===== src/rtl/mcu_spi_bridge.sv =====
// mcu_spi_bridge
//   MCU-side SPI slave (mode 0, MSB first) that turns each serial frame into a single-beat
//   bus cycle on the internal MCU register bus and returns read data over MISO.
//   Frame: CMD[7:0], ADDR[ADDR_W-1:0], DATA[31:0]. CMD[7]=1 write, CMD[3:0] byte enables.
//
// Ports
//   clk, rst    system clock, synchronous active-high reset
//   spi_sck     SPI clock from MCU (asynchronous, <= clk/4)
//   spi_ss_n    SPI select, active low (asynchronous)
//   spi_mosi    SPI data in
//   spi_miso    SPI data out, 0 outside the read-data phase
//   bus_ce      bus cycle strobe
//   bus_we      byte write enables, nonzero only during a write strobe
//   bus_addr    byte address (held after the strobe until the next access or idle)
//   bus_dato    write data (held likewise)
//   bus_dati    read data from the bus mux
//   busy        high while a frame is in progress
module mcu_spi_bridge #(
    parameter int unsigned ADDR_W = 16,
    parameter int unsigned RD_LAT = 2
) (
    input  logic              clk,
    input  logic              rst,
    input  logic              spi_sck,
    input  logic              spi_ss_n,
    input  logic              spi_mosi,
    output logic              spi_miso,
    output logic              bus_ce,
    output logic [3:0]        bus_we,
    output logic [ADDR_W-1:0] bus_addr,
    output logic [31:0]       bus_dato,
    input  logic [31:0]       bus_dati,
    output logic              busy
);

    // Receive shift register needs one bit less than the widest field: the newest bit
    // comes straight from the synchronizer.
    localparam int unsigned SR_W  = (ADDR_W > 32) ? ADDR_W : 32;
    localparam int unsigned CNT_W = $clog2(SR_W + 1);

    localparam logic [CNT_W-1:0] CmdLast  = CNT_W'(7);
    localparam logic [CNT_W-1:0] AddrLast = CNT_W'(ADDR_W - 1);
    localparam logic [CNT_W-1:0] DataLast = CNT_W'(31);
    localparam logic [CNT_W-1:0] LatLast  = CNT_W'(RD_LAT);

    typedef enum logic [2:0] {
        StIdle,
        StCmd,
        StAddr,
        StRdAcc,
        StRdShift,
        StWrData,
        StWrAcc,
        StDone
    } state_e;

    state_e            state_q, state_d;
    logic [1:0]        sck_sync_q, ss_sync_q, mosi_sync_q;
    logic              sck_prev_q;
    logic [CNT_W-1:0]  cnt_q, cnt_d;
    logic [SR_W-2:0]   rx_q, rx_d;
    logic [31:0]       tx_q, tx_d;
    logic              cmd_wr_q, cmd_wr_d;
    logic [3:0]        cmd_be_q, cmd_be_d;
    logic [ADDR_W-1:0] addr_q, addr_d;
    logic [31:0]       dato_q, dato_d;

    logic              sck_s, ss_n_s, mosi_s;
    logic              sck_rise, sck_fall;
    logic [SR_W-1:0]   rx_shift;

    assign sck_s    = sck_sync_q[1];
    assign ss_n_s   = ss_sync_q[1];
    assign mosi_s   = mosi_sync_q[1];
    assign sck_rise = sck_s & ~sck_prev_q;
    assign sck_fall = ~sck_s & sck_prev_q;
    assign rx_shift = {rx_q, mosi_s};

    assign bus_addr = addr_q;
    assign bus_dato = dato_q;

    always_ff @(posedge clk) begin
        if (rst) begin
            sck_sync_q  <= 2'b00;
            ss_sync_q   <= 2'b11;  // deselected, so reset never looks like a frame start
            mosi_sync_q <= 2'b00;
            sck_prev_q  <= 1'b0;
            state_q     <= StIdle;
            cnt_q       <= '0;
            rx_q        <= '0;
            tx_q        <= '0;
            cmd_wr_q    <= 1'b0;
            cmd_be_q    <= '0;
            addr_q      <= '0;
            dato_q      <= '0;
        end else begin
            sck_sync_q  <= {sck_sync_q[0], spi_sck};
            ss_sync_q   <= {ss_sync_q[0], spi_ss_n};
            mosi_sync_q <= {mosi_sync_q[0], spi_mosi};
            sck_prev_q  <= sck_s;
            state_q     <= state_d;
            cnt_q       <= cnt_d;
            rx_q        <= rx_d;
            tx_q        <= tx_d;
            cmd_wr_q    <= cmd_wr_d;
            cmd_be_q    <= cmd_be_d;
            addr_q      <= addr_d;
            dato_q      <= dato_d;
        end
    end

    always_comb begin
        state_d  = state_q;
        cnt_d    = cnt_q;
        rx_d     = rx_q;
        tx_d     = tx_q;
        cmd_wr_d = cmd_wr_q;
        cmd_be_d = cmd_be_q;
        addr_d   = addr_q;
        dato_d   = dato_q;
        bus_ce   = 1'b0;
        bus_we   = 4'h0;
        spi_miso = 1'b0;
        busy     = 1'b1;

        unique case (state_q)
            StIdle: begin
                busy = 1'b0;
                if (!ss_n_s) begin
                    state_d = StCmd;
                end
            end
            StCmd: begin
                if (sck_rise) begin
                    rx_d = rx_shift[SR_W-2:0];
                    if (cnt_q == CmdLast) begin
                        cmd_wr_d = rx_shift[7];
                        cmd_be_d = rx_shift[3:0];
                        cnt_d    = '0;
                        state_d  = StAddr;
                    end else begin
                        cnt_d = cnt_q + CNT_W'(1);
                    end
                end
            end
            StAddr: begin
                if (sck_rise) begin
                    rx_d = rx_shift[SR_W-2:0];
                    if (cnt_q == AddrLast) begin
                        addr_d  = rx_shift[ADDR_W-1:0];
                        cnt_d   = '0;
                        state_d = cmd_wr_q ? StWrData : StRdAcc;
                    end else begin
                        cnt_d = cnt_q + CNT_W'(1);
                    end
                end
            end
            StRdAcc: begin
                // ce held for RD_LAT+1 clocks; cnt_q counts clocks here, SCK is ignored.
                bus_ce = 1'b1;
                if (cnt_q == LatLast) begin
                    tx_d    = bus_dati;
                    cnt_d   = '0;
                    state_d = StRdShift;
                end else begin
                    cnt_d = cnt_q + CNT_W'(1);
                end
            end
            StRdShift: begin
                spi_miso = tx_q[31];
                if (sck_rise) begin
                    if (cnt_q == DataLast) begin
                        cnt_d   = '0;
                        state_d = StDone;
                    end else begin
                        cnt_d = cnt_q + CNT_W'(1);
                    end
                end else if (sck_fall && (cnt_q != '0)) begin
                    // The trailing fall of the last address bit may land here; only
                    // falls after a data rise advance the shifter.
                    tx_d = {tx_q[30:0], 1'b0};
                end
            end
            StWrData: begin
                if (sck_rise) begin
                    rx_d = rx_shift[SR_W-2:0];
                    if (cnt_q == DataLast) begin
                        dato_d  = rx_shift[31:0];
                        cnt_d   = '0;
                        state_d = StWrAcc;
                    end else begin
                        cnt_d = cnt_q + CNT_W'(1);
                    end
                end
            end
            StWrAcc: begin
                bus_ce  = 1'b1;
                bus_we  = cmd_be_q;
                state_d = StDone;
            end
            StDone: begin
                busy = 1'b0;
            end
            default: begin
                state_d = StIdle;
            end
        endcase

        // Deselect ends the frame from any state; an in-flight read is dropped uncaptured.
        if ((state_q != StIdle) && ss_n_s) begin
            state_d = StIdle;
        end

        if (state_d == StIdle) begin
            cnt_d    = '0;
            rx_d     = '0;
            tx_d     = '0;
            cmd_wr_d = 1'b0;
            cmd_be_d = '0;
            addr_d   = '0;
            dato_d   = '0;
        end
    end

endmodule

===== config.mk =====
export PLATFORM = sky130hd
export DESIGN_NAME = mcu_spi_bridge
export DESIGN_NICKNAME = d
export VERILOG_FILES = /design/src/rtl/mcu_spi_bridge.sv
export SDC_FILE = /design/constraint.sdc
export NUM_CORES = 1
export LEC_CHECK = 0
export ABC_AREA = 1
export BUFFER_PORTS_ARGS = -buffer_cell sky130_fd_sc_hd__buf_2
export CAP_MARGIN = 40
export CELL_PAD_IN_SITES_DETAIL_PLACEMENT = 0
export CELL_PAD_IN_SITES_GLOBAL_PLACEMENT = 1
export CORE_MARGIN = 5
export CORE_UTILIZATION = 40
export CTS_CLUSTER_SIZE = 10
export DETAILED_ROUTE_END_ITERATION = 10
export PLACE_DENSITY_LB_ADDON = 0.2
export REMOVE_ABC_BUFFERS = 1
export SLEW_MARGIN = 20
export SYNTH_ARGS = -nofsm -noshare
export SYNTH_HDL_FRONTEND = slang
export SYNTH_SLANG_ARGS = --single-unit

===== constraint.sdc =====
create_clock -name clk -period 2 [get_ports clk]
set_clock_uncertainty 0.05 [all_clocks]
set_input_delay 0.1 -clock clk [delete_from_list [all_inputs] [get_ports clk]]
set_output_delay 0.1 -clock clk [all_outputs]
set_load 0.005 [all_outputs]

==> results of run 1 <==
## cells in the final DEF (no fill, tap or decap), types with 2 or more instances in the layout
master           n
nand2_1        320
dfxtp_1        131
a21oi_1        122
buf_2           91
nand3_1         47
inv_1           32
nor2_1          27
dlygate4sd3_1   22
clkbuf_16       17
o21ai_0         12
buf_4            9
inv_2            7
clkinv_2         6
ha_1             5
buf_12           5
nand2_2          4
nor2_2           4
clkbuf_1         3
or2_2            2
nand4_1          2
clkinv_4         2
## critical path, stage by stage, from the launching register on
cell and delay (ns):
dfxtp_1 0.39, ha_1 0.21, nand3_1 0.17, nor2_1 0.25
nand3_2 0.12, inv_2 0.17, buf_12 0.19, nand2_1 0.07
a21oi_1 0.12
## metrics by stage
step	setup TNS, ns	power, W	util, %	instance area [um2]	hold slack, ns
2_1_floorplan	-13.74	0.002766	-	5249	0.1212
3_3_place_gp	0	0.002829	45.66	6095	0.2372
3_5_place_dp	0	0.002829	45.66	6095	0.2392
4_1_cts	0	0.005718	51.32	6850	0.0008724
5_1_grt	0	0.005870	51.33	6852	0.03040
6_report	0	0.005630	51.33	6852	0.02261
## cell families (layout without fill, tap and decap cells)
group           after synthesis  in the layout
simple gates                413            413
compound gates              139            139
flops                       132            132
buf+inv                      84            197
fa+ha+maj                     5              5
## routing by layer
layer | global-route usage, % | vias to the layer above | part of all wire [%]
li1 | - | 2673 | -
met1 | 21.52 | 2324 | 46
met2 | 29.39 | 110 | 47
met3 | 5.050 | 15 | 5.2
met4 | 6.120 | 0 | 1.5
met5 | 0 | - | 0
## state kept, by name, summed over array words and instances, names as in the netlist, 2 cells and up
register,cells
cnt_q,6
state_q,3
tx_q,32
ss_sync_q,2
mosi_sync_q,2
bus_addr,16
rx_q,31
bus_dato,32
cmd_be_q,4
sck_sync_q,2
## repair_timing
| item | in CTS | in global routing |
|---|---|---|
| endpoints found under the setup margin | 0 | 1 |
| hold buffers | 22 | 0 |
| resized for setup | 0 | 1 |
| hold endpoints to repair | 22 | 0 |
## cell type report
type / count / area, um2
inverter: 39 / 146.4
sequential: 132 / 2644
clock buffer: 21 / 450.4
clock inverter: 10 / 85.08
timing repair buffer: 127 / 843.3
multi-input combinational: 557 / 2462
tap: 176 / 220.2
fill: 1345 / 6496
## how the worst max path moves through the flow
| stage | cells after the start | endpoint | slack [ns] |
|---|---|---|---|
| floorplan | 8 | tx_q[10]$_SDFFE_PP0P_ | -0.37 |
| global placement | 8 | bus_dato[13]$_SDFFE_PP0P_ | 0.25 |
| detailed placement | 8 | bus_dato[24]$_SDFFE_PP0P_ | 0.20 |
| CTS | 8 | bus_dato[19]$_SDFFE_PP0P_ | 0.16 |
| global route | 8 | bus_dato[19]$_SDFFE_PP0P_ | 0.01 |
| finish | 8 | bus_dato[7]$_SDFFE_PP0P_ | 0.18 |
## power by group through the flow
stage                     Clock [W]  Combinational (W)  Sequential [W]
after detailed placement          0           0.000130         0.00270
final                       0.00282           0.000163         0.00264
after floorplan                   0          0.0000676         0.00270
after global routing        0.00304           0.000184         0.00264
after global placement            0           0.000130         0.00270
after CTS                   0.00291           0.000164         0.00264
==> impl_metrics.ini, run 1 <==
[critical_path]
endpoint_kind = register
crit_required_ns = 2.29
reg2reg_to = bus_dato[7]$_SDFFE_PP0P_
critPathKind = reg -> reg
crit-reg2reg-launch = cnt_q[0]$_SDFFE_PP0P_
setup.worst_path.start_class = register
cp_data_arrival_time_ns = 2.11
critPathLaunch = cnt_q[0]$_SDFFE_PP0P_
r2r_setup_slack_ns = 0.18
crit_fanout = 27
rr_worst_depth = 8

[hold_path]
hp-class = in -> reg
holdPathStages = 5
holdPathEnd = tx_q[31]$_SDFFE_PP0P_
hold_start = bus_dati[31]

[synthesis]
synthArstFlopShare_pct = 0
synthAdderAreaFrac_pct = 1.138
synthTopCellsByCount = 320 x nand2_1, 132 x dfxtp_1, 122 x a21oi_1
synth_flop_cell = dfxtp_1
ys_seq_elements = 132
syn_inst = 773
synth_xor_xnor_area_share_pct = 0
yosys.area.top_type = dfxtp_1
synthTopCellsByArea = dfxtp_1 48%, nand2_1 22%, a21oi_1 11%
syn_area_um2 = 5497
synth-compound-area-share_pct = 12.88
yosys_warnings = 0
synth_top_cell_area_share_pct = 48.08
yosysMostFrequentCell = nand2_1
synthMuxAreaShare_pct = 0
synth_edf_count = 0
avgSynthCellArea_um2 = 7.111
synth_seq_area_share_pct = 48.08
synth_top_family_by_area = simple AND/OR/NAND/NOR gates
synth-simple-area-share_pct = 30.73
yosys.cell_types.count = 29

[cts]
cts-root-buf = clkbuf_16
cts.sinks = 132
clk_pin_slew_ns = 0.05
cts_buffer_depth = 2
cts_max_level = 4
cts_buffers = 17
cts_tree = yes
post_cts_buffers = 0
clock_latency_ns = 0.42

[final_layout]
synthToLayoutAreaGrowth_pct = 24.65
instances_no_fill = 1062
antenna_cells = 0
fin_nets = 916
drive_gt1_share_pct = 17.72

[placed_design]
preCtsSetupSlack_ns = 0.1961
dp_hpwl_um = 8727
dpl.cell_count = 1009
gp_congestion = 0.8237
portBuffers = 91

[sta]
relSlewSlack_pct = 67.30
rsz0062_at_grt = no
layout_setup_ws_ns = 0.1840
setup_violations = 0
drv_slew = 0
hold_viol_final = 0
fmax_mhz = 550.7
finalCritPeriodShare_pct = 90.80
min_period_ns = 1.816
worst_slew_pin_slew_ns = 0.4905

[die]
die_y_um = 127.2
die_width_um = 127.2
io_pins = 92
coreArea_um2 = 13350
rows = 42
die_area_um2 = 16190
start_util_pct = 41.18

[grt]
grt_pass1_wl_um = 23200
overflow = 0
grt_max_degree = 46
grt_pass1_vias = 5043
grt_use_total_pct = 17.51
antenna_found_initial = 0

[detailed_routing]
drtIter0Drc = 317
vias = 5122
drt-pass1-iter-count = 5
via_per_inst = 4.823
postRouteAntennaNets = 0
drc_errors = 0
wl_per_cell_um = 12.74
totalWireLength_um = 13530

[power]
p_switching_w = 0.001188
pwr-share-comb_pct = 2.9
peakVddDrop_mv = 0.6319
power_density_nw_per_um2 = 821.6
switching_share_pct = 21.09
leakagePower_nw = 2.694
p_seq_share_pct = 46.9
internal_power_w = 0.004442
power_frac_clock_pct = 50.2

[flow_run]
maxCapViolCount = 0

[outcome]
status = completed
Power figures use the tool's default switching activity.
==> inputs of run 2 (changes only) <==
- ABC_AREA: 1 -> default
- HOLD_SLACK_MARGIN: default -> 0.05
==> impl_metrics.ini, run 2 <==
[outcome]
status = finished, violations left
failed_checks = negative setup slack

[die]
io_pins = 92
coreArea_um2 = 16470
rows = 47
start_util_pct = 40.37
die_width_um = 138.9
die_area_um2 = 19300
die_y_um = 138.9

[grt]
grt_pass1_wl_um = 28100
overflow = 0
grt_pass1_vias = 5485
grt_max_degree = 84
antenna_found_initial = 0
grt_use_total_pct = 17.49

[synthesis]
yosys_warnings = 0
synth_top_cell_area_share_pct = 39.75
synth_flop_cell = dfxtp_1
synthTopCellsByCount = 132 x dfxtp_1, 116 x mux2i_1, 81 x a211oi_2
avgSynthCellArea_um2 = 11.50
syn_area_um2 = 6648
synth_seq_area_share_pct = 39.75
ys_seq_elements = 132
synth_edf_count = 0
synthArstFlopShare_pct = 0
yosysMostFrequentCell = dfxtp_1
yosys.area.top_type = dfxtp_1
synthTopCellsByArea = dfxtp_1 40%, mux2i_1 17%, a211oi_2 15%
syn_inst = 578
yosys.cell_types.count = 51

[sta]
min_period_ns = 2.163
worst_slew_pin_slew_ns = 0.5294
fmax_mhz = 462.2
drv_slew = 0
relSlewSlack_pct = 64.71
finalCritPeriodShare_pct = 108.2
layout_setup_ws_ns = -0.1634
setup_violations = 122
rsz0062_at_grt = yes
hold_viol_final = 0
setup-tns-final_ns = -15.10
hold_slack_ns = 0.09314

[critical_path]
cp_data_arrival_time_ns = 2.39
r2r_setup_slack_ns = -0.16
crit_fanout = 15
cp_num_buf_inv = 2
cp_slowest_cell = nor3b_4
crit_top_cell = buf_12
slowest_delay_ns = 0.40
path_cells = or2_4 -> o41ai_4 -> a21oi_4 -> nor3b_4 -> buf_12 -> buf_12 -> a211oi_2
critPathKind = reg -> reg
setup.worst_path.start_class = register
crit_required_ns = 2.22
endpoint_kind = register
cp_top_family = simple AND/OR/NAND/NOR gates

[placed_design]
gp_congestion = 0.8479
dpl_cell_area_um2 = 7864
portBuffers = 91
dp_hpwl_um = 11130

[final_layout]
final_cell_mix = 122 x dfxtp_1, 114 x mux2i_1, 91 x buf_2
final_common_cell = dfxtp_1
multiInputGateArea_um2 = 3815
num-fill-cells = 1466
fin_nets = 761
final_util_pct = 53.88
regArea_um2 = 2658
antenna_cells = 0
synthToLayoutAreaGrowth_pct = 33.47
fin_area_um2 = 8872
drive_gt1_share_pct = 49.93

[detailed_routing]
vias = 5130
wl_per_cell_um = 18.11
drt-pass1-iter-count = 4
drtIter0Drc = 200
postRouteAntennaNets = 0
route.met3.wl_um = 691
totalWireLength_um = 17230
top_layer_used = met4
route.met2.wl_um = 8294
via_per_inst = 5.394
drt-met1-wl_um = 7813
drc_errors = 0

[power]
power_density_nw_per_um2 = 669.0
total_power_w = 0.005936
leakagePower_nw = 3.593
peakVddDrop_mv = 0.5241

[cts]
cts_max_level = 4
cts_buffer_depth = 2
cts_buffers = 17
clock_latency_ns = 0.41
cts-root-buf = clkbuf_16
clk_pin_slew_ns = 0.06
cts_tree = yes
cts.sinks = 132

[flow_run]
maxCapViolCount = 0

[hold_path]
hp-class = in -> reg
run 2: worst min-delay path, delay by kind of cell:
family,cells,cell delay (ns)
buffers and inverters,1,0.09
AO/OA/AOI/OAI,1,0.06
AND/OR/NAND/NOR,1,0.12
multiplexers,1,0.13
run 2: routing by layer:
| metal | vias up | global-route usage, % |
|---|---|---|
| met2 | 97 | 29.35 |
| li1 | 2489 | - |
| met3 | 30 | 4.966 |
| met1 | 2514 | 21.53 |
| met4 | 0 | 6.179 |
| met5 | - | 0 |
run 2: area by class of cell:
type / count / share of cell area (%)
clock buffer: 21 / 4.964
multi-input combinational: 379 / 43.00
tap: 220 / 3.103
timing repair buffer: 183 / 17.77
sequential: 132 / 29.95
clock inverter: 10 / 0.9590
inverter: 6 / 0.2538
run 2: timing repair:
item                                    in CTS  in global routing
setup buffers                                5                  3
endpoints found under the setup margin     123                123
pin swaps                                    3                  3
cloned                                       2                  4
resized for setup                           28                 20
hold buffers                                 7                  0
hold endpoints to repair                     7                  0
run 2: stage by stage:
step	worst slack, ns	cells
finish	-0.1634	951
global route	-0.1930	951
CTS	-0.1123	944
detailed placement	-0.1524	900
global placement	-0.1131	900
floorplan	-5.629	517
run 2: cells by family (layout without fill, tap and decap cells):
logic type | Yosys count | count (layout) | synth area share [%]
DFF | 132 | 132 | 39.75
and+or+nand+nor | 77 | 77 | 7.153
adders and majority gates | 5 | 5 | 0.9411
muxes | 147 | 147 | 22.72
AOI/OAI and AO/OA | 150 | 150 | 23.38
buffers and inverters | 67 | 220 | 6.061
run 2: final timing paths:
| path | endpoint | depth (start not counted) | startpoint |
|---|---|---|---|
| worst min register to register | ss_sync_q[1]$_SDFF_PP1_ | 1 | ss_sync_q[0]$_SDFF_PP1_ |
| worst min-delay path | tx_q[0]$_SDFFE_PP0P_ | 4 | bus_dati[0] |
| worst max register to register | rx_q[26]$_SDFFE_PP0P_ | 7 | cnt_q[4]$_SDFFE_PP0P_ |
| worst max-delay path | rx_q[26]$_SDFFE_PP0P_ | 7 | cnt_q[4]$_SDFFE_PP0P_ |
run 2: where the power goes:
part	internal, W	switching (W)	leakage (nW)
sequential	0.00264	0.00000630	1.07
clock	0.00169	0.00113	0.261
combinational	0.000220	0.000252	2.26
total	0.00455	0.00139	3.59
==> inputs of run 3 (changes only) <==
- CTS_BUF_LIST: default -> sky130_fd_sc_hd__clkbuf_8
==> impl_metrics.ini, run 3 (synthesis results as in run 2) <==
[detailed_routing]
postRouteAntennaNets = 0
drt-pass1-iter-count = 4
via_per_inst = 5.418
drc_errors = 0
drtIter0Drc = 148
vias = 5196
wl_per_cell_um = 18.29
totalWireLength_um = 17540

[grt]
overflow = 0
grt_max_degree = 84
antenna_found_initial = 0
grt_use_total_pct = 17.37
grt_pass1_wl_um = 27810
grt_pass1_vias = 5431

[die]
die_area_um2 = 19300
start_util_pct = 40.37
coreArea_um2 = 16470
io_pins = 92
rows = 47
die_y_um = 138.9
die_width_um = 138.9

[hold_path]
holdPathStages = 4
hold_start = bus_dati[16]
hp-class = in -> reg
holdPathEnd = tx_q[16]$_SDFFE_PP0P_

[final_layout]
final_cell_mix = 124 x dfxtp_1, 116 x mux2i_1, 91 x buf_2
antenna_cells = 0
fin_nets = 769
final_util_pct = 53.42
num-fill-cells = 1491
drive_gt1_share_pct = 49.26
final_common_cell = dfxtp_1
instances_no_fill = 959
synthToLayoutAreaGrowth_pct = 32.32

[cts]
cts-root-buf = clkbuf_8
cts_buffers = 17
clk_pin_slew_ns = 0.08
clock_latency_ns = 0.44
cts_tree = yes
cts_buffer_depth = 2
cts_max_level = 4
cts.sinks = 132

[sta]
layout_setup_ws_ns = -0.1647
drv_slew = 0
relSlewSlack_pct = 66.66
finalCritPeriodShare_pct = 108.2
rsz0062_at_grt = yes
fmax_mhz = 462.0
hold_viol_final = 0
min_period_ns = 2.165
worst_slew_pin_slew_ns = 0.5001
setup_violations = 122

[critical_path]
slowest_delay_ns = 0.34
setup.worst_path.start_class = register
endpoint_kind = register
cp_num_buf_inv = 3
r2r_setup_slack_ns = -0.16
crit-reg2reg-launch = cnt_q[4]$_SDFFE_PP0P_
rr_worst_depth = 8
critPathKind = reg -> reg
reg2reg_to = tx_q[26]$_SDFFE_PP0P_
path_cells = buf_6 -> nor4_4 -> nand3_1 -> a32o_2 -> a211oi_4 -> buf_12 -> clkbuf_16 -> a211oi_1
cp_slowest_cell = dfxtp_2
crit_fanout = 16
crit_required_ns = 2.26
cp_top_family = compound AO/OA/AOI/OAI gates
cp_data_arrival_time_ns = 2.43

[flow_run]
maxCapViolCount = 0

[power]
leakagePower_nw = 3.618
power_density_nw_per_um2 = 576.8
peakVddDrop_mv = 0.3392

[placed_design]
portBuffers = 91
gp_congestion = 0.8479
dp_hpwl_um = 11130
dpl.cell_count = 900

[outcome]
failed_checks = negative setup slack
status = finished, violations left
[run 3: where the power goes]
group,internal [W],switching [W]
clock,0.000945,0.00104
sequential,0.00263,0.00000549
combinational,0.000202,0.000247
[run 3: worst max-delay path by stage]
stage,slack [ns],start,end,cells past startpoint
after detailed placement,-0.15,cnt_q[4]$_SDFFE_PP0P_,tx_q[4]$_SDFFE_PP0P_,8
final,-0.16,cnt_q[4]$_SDFFE_PP0P_,tx_q[26]$_SDFFE_PP0P_,8
after global routing,-0.25,cnt_q[4]$_SDFFE_PP0P_,tx_q[12]$_SDFFE_PP0P_,10
after floorplan,-5.63,cnt_q[1]$_SDFFE_PP0P_,cnt_q[0]$_SDFFE_PP0P_,6
after CTS,-0.14,cnt_q[4]$_SDFFE_PP0P_,tx_q[4]$_SDFFE_PP0P_,8
after global placement,-0.11,cnt_q[3]$_SDFFE_PP0P_,tx_q[1]$_SDFFE_PP0P_,7
[run 3: layout make-up]
class	count	area, um2	share of cell area, %
Sequential cell	132	2658	30.21
Multi-Input combinational cell	379	3750	42.63
Timing Repair Buffer	191	1757	19.97
Inverter	6	22.52	0.2560
Clock inverter	14	100.1	1.138
Clock buffer	17	234.0	2.660
Tap cell	220	275.3	3.129
[run 3: what timing repair did]
item,CTS,global route
hold endpoints to repair,8,0
gates resized for setup,34,15
cloned,1,8
endpoints found under the setup margin,123,124
hold buffers,8,0
pin swaps,4,9
setup buffers,7,4
[run 3: metrics by stage]
step                area (um2)  worst slack (ns)  total power (W)  TNS (ns)  hold slack, ns
floorplan                 6267            -5.629         0.002881   -661.29          0.1216
global placement          7864           -0.1131         0.003079    -9.622          0.2380
detailed placement        7864           -0.1524         0.003088    -14.25          0.2488
CTS                       8474           -0.1379         0.005098    -13.48         0.06794
global route              8796           -0.2533         0.005293    -24.13         0.08369
finish                    8796           -0.1647         0.005074    -14.38         0.09139
[run 3: layer usage]
metal  share of wire, %  track usage, %
met5                  0               0
met4                2.2           6.128
met3                4.1           4.724
met2                 49           28.92
met1                 45           21.70
[run 3: worst register-to-register path: cells and delay by family (launching register included)]
kind	cells	cell delay, ns
DFF	1	0.34
buffers and inverters	3	0.57
AOI/OAI and AO/OA	3	0.65
and+or+nand+nor	2	0.44
